File: src/rtl/pipeline_pkg.sv
// Shared pipeline-control types and constants for the hazard controller slice.
package pipeline_pkg;

    typedef enum logic {
        S_INIT = 1'b0,
        S_RUN  = 1'b1
    } state_t;

    localparam int REG_IDX_W = 5;
    localparam logic [REG_IDX_W-1:0] REG_ZERO = 5'd0;

    // True when a source operand read in ID is the destination of the load in EX.
    function automatic logic src_hit(input logic uses,
                                     input logic [REG_IDX_W-1:0] src,
                                     input logic [REG_IDX_W-1:0] dst);
        return uses && (src == dst);
    endfunction

endpackage

File: src/rtl/hazard_ctrl_muldiv_timer.sv
// Busy timer for the multi-cycle mult/div unit: loads the latency on issue, counts down to zero.
module muldiv_timer #(
    parameter int unsigned MULDIV_LAT = 32
) (
    input  logic clk,
    input  logic rst,
    input  logic load,
    output logic busy
);

    localparam int unsigned TW = $clog2(MULDIV_LAT + 1);
    localparam logic [TW-1:0] LAT_V = TW'(MULDIV_LAT);
    localparam logic [TW-1:0] ONE   = TW'(1);

    logic [TW-1:0] timer;

    always_ff @(posedge clk or posedge rst) begin
        if (rst) begin
            timer <= '0;
        end else if (load) begin
            timer <= LAT_V;
        end else if (timer != '0) begin
            timer <= timer - ONE;
        end
    end

    assign busy = (timer != '0);

endmodule

File: src/rtl/hazard_ctrl.sv
// ID-stage hazard controller: drives ld/clr of PC, IF/ID and ID/EX registers and counts stall cycles.
module hazard_ctrl
    import pipeline_pkg::*;
#(
    parameter int unsigned MULDIV_LAT = 32,
    parameter int unsigned STAT_W     = 16
) (
    input  logic                 clk,
    input  logic                 rst,
    input  logic [REG_IDX_W-1:0] id_rs,
    input  logic [REG_IDX_W-1:0] id_rt,
    input  logic                 id_uses_rs,
    input  logic                 id_uses_rt,
    input  logic                 id_uses_hilo,
    input  logic                 id_muldiv_start,
    input  logic                 id_redirect,
    input  logic                 ex_mem_read,
    input  logic [REG_IDX_W-1:0] ex_rt,
    input  logic                 dmem_wait,
    output logic                 pc_ld,
    output logic                 pc_clr,
    output logic                 ifid_ld,
    output logic                 ifid_clr,
    output logic                 idex_ld,
    output logic                 idex_clr,
    output logic                 muldiv_busy,
    output logic [STAT_W-1:0]    stall_cnt
);

    state_t state;
    logic   run;
    logic   freeze;
    logic   load_use;
    logic   hilo_use;
    logic   muldiv_struct;
    logic   stall;
    logic   timer_load;

    always_ff @(posedge clk or posedge rst) begin
        if (rst) begin
            state <= S_INIT;
        end else begin
            state <= S_RUN;
        end
    end

    assign run    = (state == S_RUN);
    assign freeze = dmem_wait;

    assign load_use = ex_mem_read && (ex_rt != REG_ZERO) &&
                      (src_hit(id_uses_rs, id_rs, ex_rt) || src_hit(id_uses_rt, id_rt, ex_rt));
    assign hilo_use      = id_uses_hilo && muldiv_busy;
    assign muldiv_struct = id_muldiv_start && muldiv_busy;
    assign stall         = load_use || hilo_use || muldiv_struct;

    // A stalled or frozen mult/div issue is retried later, so it must not start the timer.
    assign timer_load = run && id_muldiv_start && !stall && !freeze;

    muldiv_timer #(
        .MULDIV_LAT(MULDIV_LAT)
    ) u_timer (
        .clk (clk),
        .rst (rst),
        .load(timer_load),
        .busy(muldiv_busy)
    );

    always_comb begin
        pc_ld    = 1'b0;
        pc_clr   = 1'b1;
        ifid_ld  = 1'b0;
        ifid_clr = 1'b1;
        idex_ld  = 1'b0;
        idex_clr = 1'b1;
        if (run) begin
            pc_clr = 1'b0;
            if (freeze) begin
                ifid_clr = 1'b0;
                idex_clr = 1'b0;
            end else if (stall) begin
                ifid_clr = 1'b0;
                idex_ld  = 1'b1;
                idex_clr = 1'b1;
            end else if (id_redirect) begin
                pc_ld    = 1'b1;
                ifid_ld  = 1'b1;
                ifid_clr = 1'b1;
                idex_ld  = 1'b1;
                idex_clr = 1'b0;
            end else begin
                pc_ld    = 1'b1;
                ifid_ld  = 1'b1;
                ifid_clr = 1'b0;
                idex_ld  = 1'b1;
                idex_clr = 1'b0;
            end
        end
    end

    always_ff @(posedge clk or posedge rst) begin
        if (rst) begin
            stall_cnt <= '0;
        end else if (run && !pc_ld && (stall_cnt != '1)) begin
            stall_cnt <= stall_cnt + STAT_W'(1);
        end
    end

endmodule

File: config.mk
export PLATFORM = sky130hd
export DESIGN_NAME = hazard_ctrl
export DESIGN_NICKNAME = d
export VERILOG_FILES = /design/src/rtl/pipeline_pkg.sv /design/src/rtl/hazard_ctrl_muldiv_timer.sv /design/src/rtl/hazard_ctrl.sv
export SDC_FILE = /design/constraint.sdc
export NUM_CORES = 1
export LEC_CHECK = 0
export ABC_AREA = 0
export CORE_AREA = 8 8 69 101
export CTS_CLUSTER_DIAMETER = 150
export DETAILED_ROUTE_END_ITERATION = 7
export DIE_AREA = 0 0 77 109
export SYNTH_ARGS = -nofsm -noshare
export SYNTH_HDL_FRONTEND = slang
export SYNTH_HIERARCHICAL = 1
export SYNTH_SLANG_ARGS = --single-unit
File: constraint.sdc
create_clock -name clk -period 5 [get_ports clk]
set_clock_uncertainty 0.05 [all_clocks]
set_input_delay 1.25 -clock clk [delete_from_list [all_inputs] [get_ports clk]]
set_output_delay 1.25 -clock clk [all_outputs]
set_load 0.1 [all_outputs]
* Word level (Yosys, flattened, before mapping)
Index checks and enable logic that the tools add are counted.
Widths: inputs -> output; s select.
** Cells by class
- Reductions and logical operators :: 20
- Add/subtract/negate cells :: 2
- Mux-type cells :: 15
- Equality and inequality tests :: 3
** Operator list (count)
- $add 16x1->16 const B :: 1
- $ne 16x16->1 const B :: 1
- $mux 1 :: 13
- $mux 6 :: 2
- $logic_and 1x1->1 :: 11
- $eq 5x5->1 :: 2
- $reduce_bool 6->1 :: 1
- $sub 6x1->6 const B :: 1
- $reduce_bool 5->1 :: 1
- $logic_not 1->1 :: 3
- $logic_or 1x1->1 :: 3
- $reduce_bool 2->1 :: 1
** Storage, ports and cells
- Register bits after elaboration :: 23
- Logic and storage cells :: 43
- Input port bits :: 24
- Output and inout port bits :: 23

* Longest topological paths before layout
- Word-level depth :: 12
- Mapped depth :: 11
- Gate-level depth less buffers :: 10

* Cells and area by module
Netlist, hierarchy kept.
** Modules (own cells, without submodules)
- hazard_ctrl :: cells an instance 101, times used 1, area each 987.2 um^2
- muldiv_timer :: cells an instance 34, times used 1, area each 350.3 um^2

* Worst setup path before layout
OpenSTA, ideal clock, no wires.
- Kind :: input to output
- Start point :: in dmem_wait
- End point :: out pc_ld
- Buffers on the path :: 1
- Path slack :: -205 ps
- Arrival time :: 3905 ps
- Cell stages on the path :: 3
- Cells stage by stage :: nor2_1 -> and2_1 -> buf_4
** Between the ends
- Longest elaborated chain between the ends :: 2
** RTL lines
- start, declared :: RTL line hazard_ctrl.sv:19 : input logic dmem_wait,
- $mux 1 (2 in series)
- end, declared :: RTL line hazard_ctrl.sv:20 : output logic pc_ld,
No other way between the ends.

* Worst setup path in the final report
- Start point :: in ex_rt[1]
- End point :: out pc_ld
** Between the ends
- Longest elaborated chain between the ends :: 9
- Elaborated cells between the ends (all ways) :: 13
** RTL lines
- start, declared :: RTL line hazard_ctrl.sv:18 : input logic [REG_IDX_W-1:0] ex_rt,
- $eq 5x5->1 :: RTL line pipeline_pkg.sv:16 : return uses && (src == dst);
- $logic_and 1x1->1 :: RTL line pipeline_pkg.sv:16
- $logic_or 1x1->1 :: RTL line hazard_ctrl.sv:51 : (src_hit(id_uses_rs, id_rs, ex_rt) || src_hit(id_uses_rt, id_rt, ex_rt));
- $logic_and 1x1->1 (*) :: RTL line hazard_ctrl.sv:50 : assign load_use = ex_mem_read && (ex_rt != REG_ZERO) &&
- $logic_or 1x1->1 (*) (2 in series) :: RTL line hazard_ctrl.sv:54 : assign stall = load_use || hilo_use || muldiv_struct;
- $mux 1 (*) :: RTL line hazard_ctrl.sv:80 : end else if (stall) begin
- $mux 1 (*) :: RTL line hazard_ctrl.sv:77 : if (freeze) begin
- $mux 1 (*) :: RTL line hazard_ctrl.sv:75 : if (run) begin
Every way passes the cells marked *; elsewhere a longest branch is shown, timed or not.

==> Flow_metrics.wiki <==
{| class="wikitable"
! Metric !! Value
|-
| Status || complete, no violations
|-
| Maximum vdd drop || 0.000413 V
|-
| Final setup margin || 437 ps
|-
| Synthesized instance count || 135
|-
| Insertion delay to the later sink of the worst-skew pair || 260 ps
|-
| Top area cells in the synthesized netlist || sky130_fd_sc_hd__dfrtp_1 (43%), sky130_fd_sc_hd__xnor2_1 (9.2%), sky130_fd_sc_hd__xor2_1 (7.9%), sky130_fd_sc_hd__nor4_1 (3.3%), sky130_fd_sc_hd__ha_1 (2.8%)
|-
| Count of vias placed by the detailed router || 1137
|-
| Detailed Place HPWL || 2.95 mm
|-
| Post-CTS resize count || 0
|-
| Share of the core filled with cells in the final layout || 0.348
|-
| TritonCTS clock tree || done
|-
| Initial antenna violation count || 0
|-
| First-iteration detailed-routing DRC count || 31
|-
| # Max-Cap Violations || 0
|-
| Fraction of final layout cells sized beyond drive strength 1 || 0.0820
|-
| Clock period minus worst slack || 4560 ps
|-
| Vertical die dimension || 109 um
|-
| Antenna Diode Count || 0
|-
| DRC || 0
|-
| Initial standard-cell utilization of the core || 0.238
|-
| Unrepaired setup endpoints after global routing || no
|-
| GP Congestion || 0.736
|-
| Number of enable-type register cells in the synthesized netlist || 0
|-
| Hold buffers post-CTS || 0
|-
| Die Width || 77 um
|-
| CP Data Required Time || 3700 ps
|-
| IO Port Bufs || 46
|-
| Max Slew Vio Count || 0
|-
| Setup Fix Bufs, Post-CTS || 0
|-
| Final routed wirelength across all metal layers || 3.57 mm
|-
| Setup slack at placement || 413 ps
|-
| Number of ports placed on the die boundary || 47
|-
| Via-to-Cell Ratio || 4.46
|-
| CTS buffer count || 3
|-
| Area after detailed placement || 1910 um2
|-
| Congestion Overflow GR || 0
|-
| PnR Total Power || 1180 uW
|-
| CP max FO || 4
|-
| Startpoint Class || primary input
|-
| Most frequently used flop master after synthesis || sky130_fd_sc_hd__dfrtp_1
|-
| First-pass detailed-route iteration total || 3
|-
| Number of clock sinks seen by CTS || 23
|-
| FF+latch count, synth || 23
|-
| F_max || 219 MHz
|-
| Total global routing track utilization || 0.0847
|-
| Sequential-to-total area share from yosys stat || 0.430
|-
| Final setup TNS || 0 ps
|-
| First-pass GRT wire length || 5.75 mm
|-
| Endpoint type of the worst setup path || output pin
|-
| Worst slew margin relative to its limit || 0.334
|-
| Number of nets in the layout || 211
|-
| H-tree depth || 1
|-
| Synth cell types || 34
|-
| Syn-to-layout area delta || 46.1%
|-
| Least-Margin Pin Slew || 996 ps
|-
| Kind of critical path || primary input to output pin
|-
| Number of synthesis warnings || 6
|-
| Net count after synthesis || 162
|-
| Root cell of the clock tree || sky130_fd_sc_hd__clkbuf_8
|-
| Placeable core region || 5620 um2
|-
| Average routed wire per standard cell || 14.0 um
|-
| Period Utilization, post-route || 0.913
|-
| Max Root-Sink Buffers || 2
|-
| Post-DRT Antenna Nets || 0
|-
| Arrival time reported for the critical path endpoint || 3260 ps
|-
| Number of cell rows || 34
|-
| Area share of the largest cell type after synthesis || 0.430
|-
| Tightest Hold Check Type || flop to flop
|-
| Cell type with the largest total area after synthesis || sky130_fd_sc_hd__dfrtp_1
|-
| Die Area || 8390 um2
|-
| Reg2Reg Setup Slack || 2460 ps
|-
| Post-route standard cell area excluding fillers || 1950 um2
|-
| Clock-pin slew on the worst setup and hold paths || 80 ps
|-
| Cell leakage power || 0.000771 uW
|-
| Fraction of registers with async set or reset after synthesis || 1.00
|-
| Post-synth design cell area || 1340 um2
|-
| Final Hold Vio Count || 0
|-
| Number of global-route vias before repair || 1224
|-
| Power density of the placed cells || 605 nW/um2
|-
| Setup violations, final || 0
|-
| Mapped Avg Cell Area || 9.91 um2
|-
| Largest net degree at the start of global routing || 18
|}
==> worst paths after layout <==
path	from	endpoint	cells after the start
worst max-delay path	ex_rt[1]	pc_ld	7
worst min-delay path	stall_cnt[5]	stall_cnt[5]	1
worst max register to register	u_timer/timer[0]	u_timer/timer[0]	10
worst min register to register	stall_cnt[5]	stall_cnt[5]	1
max in group asynchronous	rst	stall_cnt[7]	2
min in group asynchronous	rst	u_timer/timer[4]	2
==> per-layer routing <==
metal	up-vias	wire length (um)	global-route usage
met4	0	82	0.0393
li1	573	-	-
met5	-	0	0
met2	20	2010	0.164
met3	7	143	0.0215
met1	537	1340	0.0820
==> per-stage QoR <==
step	hold slack, ps	cells
floorplan	445	135
global route	480	255
CTS	465	255
finish	454	255
global placement	439	251
detailed placement	449	251
==> registers in the layout (all words and copies together), names as in the netlist <==
name           count
run                1
stall_cnt         16
u_timer/timer      6
==> worst max-delay path, cell delays in order <==
cell	delay, ps
sky130_fd_sc_hd__clkdlybuf4s50_1	470
sky130_fd_sc_hd__or4_1	560
sky130_fd_sc_hd__o21ai_1	170
sky130_fd_sc_hd__inv_1	50
sky130_fd_sc_hd__a21boi_1	250
sky130_fd_sc_hd__and2_1	290
sky130_fd_sc_hd__buf_12	210
==> cell usage after synthesis, types with 2 or more instances <==
| cell | n |
|---|---|
| sky130_fd_sc_hd__o21ai_1 | 4 |
| sky130_fd_sc_hd__ha_1 | 3 |
| sky130_fd_sc_hd__nand2b_1 | 2 |
| sky130_fd_sc_hd__nand2_1 | 8 |
| sky130_fd_sc_hd__a21oi_1 | 3 |
| sky130_fd_sc_hd__xor2_1 | 12 |
| sky130_fd_sc_hd__nor3_1 | 6 |
| sky130_fd_sc_hd__xnor2_1 | 14 |
| sky130_fd_sc_hd__mux2_1 | 2 |
| sky130_fd_sc_hd__inv_1 | 10 |
| sky130_fd_sc_hd__nor4_1 | 7 |
| sky130_fd_sc_hd__nand3_1 | 6 |
| sky130_fd_sc_hd__dfrtp_1 | 23 |
| sky130_fd_sc_hd__nor2_1 | 9 |
| sky130_fd_sc_hd__or4_1 | 2 |
| sky130_fd_sc_hd__nand4_1 | 6 |
==> cells in the final DEF (no fill, tap or decap), drive strengths merged <==
cell type,synthesis,layout
dfrtp,23,23
buf,2,5
nand2,8,8
inv,11,11
a21oi,4,4
nand2b,2,2
conb,1,1
o21ai,4,4
xor2,12,12
and3,1,1
o31ai,1,1
and2b,1,1
a21boi,1,1
clkbuf,0,4
nor4,7,7
o41ai,1,1
nand4,6,6
and2,1,1
a31o,1,1
o22ai,1,1
ha,3,3
a221oi,1,1
o311ai,1,1
a221o,1,1
nor3b,1,1
nor2,9,9
or4,2,2
nor3,7,7
xnor2,14,14
clkdlybuf4s50,0,41
nand3,6,6
mux2,2,2
==> area by class of cell <==
| class | count | area [um2] |
|---|---|---|
| flip-flops and latches | 23 | 576 |
| multi-input cells | 99 | 704 |
| repair buffers | 46 | 498 |
| well taps | 72 | 90.1 |
| clock buffers | 4 | 45.0 |
| inverters | 11 | 41.3 |
| fillers | 590 | 3660 |
==> where the power goes <==
group,switching [uW],total (uW),internal (uW)
combinational,505,714,209
sequential,96.4,352,256
clock,59.5,116,56.9
total,661,1180,522
==> logic make-up (layout without fill, tap and decap cells) <==
group           count (synthesis)  count (layout)  synth area share
other cells                     1               1           0.00280
flops                          23              23             0.430
buf+inv                        13              61            0.0449
mux                             2               2            0.0168
simple gates                   51              51             0.209
compound gates                 16              16            0.0982
xor+xnor                       26              26             0.170
fa+ha+maj                       3               3            0.0281
(Power assumes the default switching activity.)
